`src/rtl/window_counter.sv`:
```
`default_nettype none
// ============================================================================
// Module   : window_counter
// Purpose  : Loadable down-counter with enable and an at-one terminal flag.
// Revision : 1.0 - initial release
// ============================================================================
module window_counter #(
    parameter int WIDTH = 32
) (
    input  logic             clk,
    input  logic             rst,
    input  logic             i_load,
    input  logic             i_en,
    input  logic [WIDTH-1:0] i_load_val,
    output logic             o_at_one
);

    logic [WIDTH-1:0] r_count;

    always_ff @(posedge clk) begin
        if (rst) begin
            r_count <= '0;
        end else if (i_load) begin
            r_count <= i_load_val;
        end else if (i_en) begin
            r_count <= r_count - WIDTH'(1);
        end
    end

    assign o_at_one = (r_count == WIDTH'(1));

endmodule
`default_nettype wire

```
`config.mk`:
```
export PLATFORM = sky130hd
export DESIGN_NAME = window_counter
export DESIGN_NICKNAME = d
export VERILOG_FILES = /design/src/rtl/window_counter.sv
export SDC_FILE = /design/constraint.sdc
export NUM_CORES = 1
export LEC_CHECK = 0
export BUFFER_PORTS_ARGS = -buffer_cell sky130_fd_sc_hd__buf_4
export CORE_MARGIN = 1
export CORE_UTILIZATION = 50
export CTS_CLUSTER_DIAMETER = 80
export DETAILED_ROUTE_END_ITERATION = 8
export PLACE_DENSITY = 0.7
export SLEW_MARGIN = 40
export SYNTH_ARGS = -nofsm -noshare
export SYNTH_HDL_FRONTEND = slang
export SYNTH_SLANG_ARGS = --single-unit
```
`constraint.sdc`:
```
create_clock -name clk -period 3 [get_ports clk]
set_input_delay 0.15 -clock clk [delete_from_list [all_inputs] [get_ports clk]]
set_output_delay 0.15 -clock clk [all_outputs]
set_load 0.005 [all_outputs]
```
**Yosys cells after proc, flatten, opt, wreduce, memory -nomap -nowiden**

Cells that the tools add are included.

- Register bits after elaboration: 32
- Bits in latches: 0
- Bits in writable memories: 0
- ROM bits: 0
- Input bits: 36
- Output and inout port bits: 1
- Word-level logic and storage cells: 6
- Memories kept: 0

- Add/subtract/negate cells: 1
- $mul: 0
- Divide/modulo/power cells: 0
- Magnitude comparators: 0
- Equal/unequal tests: 1
- Shift-type cells: 0
- Multiplexer cells: 2
- Bitwise logic cells: 0
- Reduce and logical (&&, ||, !) cells: 1

Operators with widths:

| operator | number |
|---|---|
| $mux 32 | 2 |
| $eq 32x1->1 const B | 1 |
| $sub 32x1->32 const B | 1 |
| $reduce_bool 2->1 | 1 |

**Depth between registers and ports, before layout**

Gate-level depths: netlist of run 1.

- Depth in word-level cells: 3
- Mapped depth: 8
- Mapped depth without buffers: 6

**Worst setup path after synthesis of run 1**

No wires, ideal clock.

- Path type: flip-flop to flip-flop
- Start point: register r_count[7]
- End point: register r_count[15]
- Arrival: 2,299 ps
- Required time: 2,909 ps
- Setup slack: 610 ps
- Stages on the path, launching flop included: 7
- Buffers on the path: 2
- Cells stage by stage: dfxtp_1 > or4_1 > buf_2 > or4_1 > buf_2 > or4_1 > a311oi_1

- Word-level cells in the longest chain between the ends: 3

RTL lines:

| element | line | source |
|---|---|---|
| from (decl) | 18 | `logic [WIDTH-1:0] r_count;` |
| from (signal assigned) | 24 | `r_count <= i_load_val;` |
| from (signal assigned) | 26 | `r_count <= r_count - WIDTH'(1);` |
| $sub 32x1->32 | 26 |  |
| $mux 32 | 25 | `end else if (i_en) begin` |
| $mux 32 | 23 | `end else if (i_load) begin` |

Every way passes these cells. The select of a mux whose other input is x is not followed.
A chain may end at the register's enable or synchronous reset.

**Worst setup path after layout of run 1**

- Start point: register r_count[7]
- End point: output port o_at_one

- Word-level cells in the longest chain between the ends: 1

RTL lines:

| element | line | source |
|---|---|---|
| $eq 32x1->1 | 30 | `assign o_at_one = (r_count == WIDTH'(1));` |
| to (decl) | 15 | `output logic o_at_one` |

Every way passes these cells.

==> out/results.txt, run 1 <==
Drt drc = 0
Via/cell ratio = 6.18
Tot Pwr = 1.04 mW
Slew margin rel. = 0.592
CP Launch Type = flop
Final Hold Fails = 0
Post-CTS Setup Inserts = 0
Async SR Flop Fraction = 0
Footprint of the multi-input gates = 0.00124 sq mm
Die X = 65.6 um
Cell Count Post-Placement = 324
Reg clk slew, reported paths = 60 ps
RSZ-0062 raised after global routing = false
Number of DRC markers in iteration 0 = 136
Synth top area share = 0.317
Syn avg cell area = 7.80 sq um
H-Tree Depth = 2
Worst path required time = 2850 ps
Status = complete, no violations
First drt pass iteration count = 4
LEAKAGE = 0.893 nW
# Max-Cap Violations = 0
Vias = 2,044
Max FFs per register = 32
Critical path peak fanout = 19
Syn_nets = 297
Synth Register Bits = 32
Initial antenna violation count = 0
Largest register by flop count = r_count
Crit end category = output pin
First-pass GRT wire length = 8310 um
Clock Sinks = 32
CTS max path bufs = 2
FF+latch area = 641 sq um
Layout Cells excl Fill = 331
Global-route layer with the greatest usage = met2
Crit path kind = reg2out
Synth Cell Area = 0.00202 sq mm
# resized after CTS = 0
Crit-path cells = or4_1 > or4_1 > nor4_1 > buf_4
Total Wirelength = 4930 um
Top Registers = r_count x32
Commonest cells after routing, fill and taps aside = 39 x buf_4, 32 x dfxtp_1, 26 x nor2_1
Filler cells = 358
Met1 global-route usage = 0.351
Final min period = 2770 ps
Synth Instances = 259
CTS Buf Count = 5
Reg2reg setup slack = 300 ps
Avg WL per Cell = 14.9 um
Slew Limit Fails = 0
Die height = 65.6 um
Row cnt = 22
Core area = 0.00377 sq mm
Top_reg_cell synth = dfxtp_1
IO Port Bufs = 36
Initial core utilization = 0.536
Hold WC Path Type = in2reg
Core Util, Final = 0.625
Die area = 0.00430 sq mm
Worst path slowest cell = or4_1
CTS Root Cell = clkbuf_8
Pwr/cell area = 443 mW/mm^2
Largest area contributor in the netlist = dfxtp_1
Post-DP HPWL = 3420 um
Crit path DAT = 2620 ps
CTS tree = built
Routability congestion estimate from global placement = 0.782
Final worst-path cycle share = 0.923
Layout Nets = 321
Ant. Diodes = 0
Total negative setup slack = 0 ps
Main area contributors after synthesis = dfxtp_1 32%, or4_1 6.7%, nor2_1 4.8%
Most used cell along the critical path = or4_1
Post-CTS Hold Buffers = 0
Vias in the first global route = 1,765
Synth cell types = 45
Top Ports = 37
Max Freq = 361 MHz
Number of flops mapped to enable cells by yosys = 0
GR Overflow Total = 0
Clock Skew = 6.51 ps
Worst-Margin Slew = 608 ps
Final setup viols = 0
Most common cell after layout, fill and taps aside = buf_4
M2 GR Usage = 0.393
VDD IR max = 338 uV
Gr usage total = 0.253
Layout cells sized above 1 = 0.173
Area delta synth->final = 16.7%
Pin count of the biggest net entering global routing = 43
Yosys Warn Count = 0
Post-DRT Antenna Nets = 0
Slowest stage delay, CP = 820 ps
Met3 Track Usage GR = 0.0469
Clk_lat worst skew = 280 ps
Seq/Total Area, Yosys = 0.317
==> power by group <==
group / switching, mW / internal, mW
Combinational: 0.125 / 0.107
Sequential: 0.0392 / 0.459
Clock: 0.156 / 0.158
Total: 0.320 / 0.724
==> path summary, 6_finish.rpt <==
kind,start,cells past startpoint,to
worst max-delay path,r_count[7]$_SDFFE_PP0P_,4,o_at_one
worst min register to register,r_count[16]$_SDFFE_PP0P_,2,r_count[16]$_SDFFE_PP0P_
worst max register to register,r_count[7]$_SDFFE_PP0P_,4,r_count[17]$_SDFFE_PP0P_
worst min-delay path,i_load_val[1],3,r_count[1]$_SDFFE_PP0P_
==> kinds of logic after synthesis <==
family / share of synthesized area
fa+ha+maj: 0.0124
simple gates: 0.357
buf+inv: 0.0669
xor+xnor: 0.0304
compound gates: 0.216
flops: 0.317
==> through the flow <==
step	hold slack (ps)	area (sq um)	setup slack, ps
after floorplan	295	2020	610
after global placement	388	2280	367
after detailed placement	395	2280	318
after CTS	104	2360	213
after global routing	134	2360	93.5
final	103	2360	230
==> routing by layer <==
layer,up-vias,wire (um)
met5,-,0
met4,0,33
met3,4,240
met2,53,2240
met1,932,2420
li1,1055,-
==> cells in the mapped netlist, types with 2 or more instances <==
cell	count
dfxtp_1	32
nor2_1	26
or4_1	18
clkbuf_1	17
a21oi_1	14
nand2_1	13
or3_1	13
nor4_1	11
a311oi_1	10
inv_1	10
a211oi_1	9
nor3_1	9
and4_1	7
o21ai_0	7
nand3_1	6
o31ai_1	6
xnor2_1	6
a2111oi_0	4
nor3b_1	4
buf_2	3
nand4_1	3
or2_2	3
a221oi_1	2
ha_1	2
o21a_1	2
o22ai_1	2
o41ai_1	2
==> cell type report <==
cell class / count / area share
clock buffers: 6 / 0.0308
clock inverters: 1 / 0.00212
inverters: 11 / 0.0175
multi-input cells: 194 / 0.528
flip-flops and latches: 32 / 0.272
well taps: 48 / 0.0255
repair buffers: 39 / 0.124
==> worst max-delay path: cells and delay by family, from the launching register on <==
family / cells / cell delay (ps)
buf+inv: 1 / 170
simple gates: 3 / 1830
flops: 1 / 350
Note: power is estimated with default switching activity, not from simulation.
==> inputs of run 2 (changes only) <==
clock period = 3.5 ns   (was 3 ns; I/O delays follow)
==> run 2 against run 1 <==
Net effect:
- sequential share of layout area about the same
- power decreased by 9.7%
- critical path type unchanged
- worst hold slack improved by 6.8 ps
- wire length increased by 2.7%
==> out/results.txt, run 2 (synthesis results as in run 1) <==
H-Tree Depth = 2
Slew margin rel. = 0.527
Post-DP HPWL = 3400 um
Post-DP Area = 0.00226 sq mm
VDD IR max = 202 uV
RSZ-0062 raised after global routing = false
Via/cell ratio = 6.16
Vias in the first global route = 1,792
Filler cells = 339
Layout Nets = 319
Final min period = 2840 ps
CTS Buf Count = 5
# Max-Cap Violations = 0
CTS tree = built
Most common cell after layout, fill and taps aside = buf_4
Clk_lat worst skew = 300 ps
Post-DRT Antenna Nets = 0
GR Overflow Total = 0
Core area = 0.00377 sq mm
# resized after CTS = 0
Area delta synth->final = 16.9%
Largest register by flop count = r_count
CTS Root Cell = clkbuf_8
Status = complete, no violations
Die height = 65.6 um
Clock Skew = 4.42 ps
Hold WC Path Type = in2reg
Slew Limit Fails = 0
CP Launch Type = flop
Max FFs per register = 32
Final Hold Fails = 0
Pin count of the biggest net entering global routing = 43
Max Freq = 353 MHz
Die X = 65.6 um
LEAKAGE = 0.892 nW
Hold Path Cell Cnt = 3
Worst-Margin Slew = 702 ps
Crit end category = output pin
Total Wirelength = 5060 um
Commonest cells after routing, fill and taps aside = 37 x buf_4, 32 x dfxtp_1, 26 x nor2_1
Reg clk slew, reported paths = 70 ps
Layout cells sized above 1 = 0.171
Initial core utilization = 0.536
Tot Pwr = 943 uW
Routability congestion estimate from global placement = 0.767
Clock Sinks = 32
Worst path required time = 3320 ps
Row cnt = 22
Vias = 2,028
Final worst-path cycle share = 0.810
Design Area, Final = 0.00236 sq mm
CTS max path bufs = 2
IO Port Bufs = 36
Top Registers = r_count x32
Post-CTS Hold Buffers = 0
Initial antenna violation count = 0
Total negative setup slack = 0 ps
First drt pass iteration count = 4
First-pass GRT wire length = 8220 um
Final setup viols = 0
Number of DRC markers in iteration 0 = 119
Critical path peak fanout = 19
Die area = 0.00430 sq mm
Worst reg-to-reg path cell count = 4
Top Ports = 37
Ant. Diodes = 0
Drt drc = 0
Crit path DAT = 2660 ps
Crit path kind = reg2out
Pwr/cell area = 400 mW/mm^2
Avg WL per Cell = 15.4 um
Post-CTS Setup Inserts = 0
Gr usage total = 0.253
==> run 2: final timing paths <==
path / slack [ps] / to / startpoint
hold / removal: 110 / r_count[1]$_SDFFE_PP0P_ / i_load_val[1]
setup reg to reg: 770 / r_count[15]$_SDFFE_PP0P_ / r_count[2]$_SDFFE_PP0P_
setup / recovery: 660 / o_at_one / r_count[2]$_SDFFE_PP0P_
hold reg to reg: 510 / r_count[11]$_SDFFE_PP0P_ / r_count[11]$_SDFFE_PP0P_
==> run 2: final cells by class <==
| type | instances | area [sq um] | share of cell area |
|---|---|---|---|
| well taps | 48 | 60.1 | 0.0255 |
| flip-flops and latches | 32 | 641 | 0.271 |
| inverters | 11 | 41.3 | 0.0175 |
| clock buffers | 7 | 96.3 | 0.0408 |
| multi-input cells | 194 | 1240 | 0.527 |
| repair buffers | 37 | 278 | 0.118 |
==> run 2: worst max-delay path, cell delays in order (launching register included) <==
cell,delay [ps]
dfxtp_1,370
or4_1,710
or4_1,740
nor4_1,370
buf_4,170
==> run 2: layer usage <==
| metal | global-route usage | wire length (um) |
|---|---|---|
| met1 | 0.350 | 2500 |
| met3 | 0.0451 | 215 |
| met4 | 0.122 | 51 |
| met5 | 0 | 0 |
| met2 | 0.372 | 2300 |
==> run 2: through the flow <==
step / setup slack (ps) / hold WS, ps / utilization / std cells
final: 664 / 109 / 0.626 / 329
after global routing: 521 / 143 / 0.626 / 329
after CTS: 675 / 122 / 0.626 / 329
after detailed placement: 801 / 420 / 0.600 / 322
after global placement: 860 / 411 / 0.600 / 322
after floorplan: 1110 / 320 / - / 259
==> run 2: power by group <==
| part | internal [mW] | leakage (nW) | switching [mW] |
|---|---|---|---|
| registers | 0.393 | 0.266 | 0.0345 |
| logic | 0.0887 | 0.576 | 0.107 |
| clock network | 0.175 | 0.0503 | 0.144 |
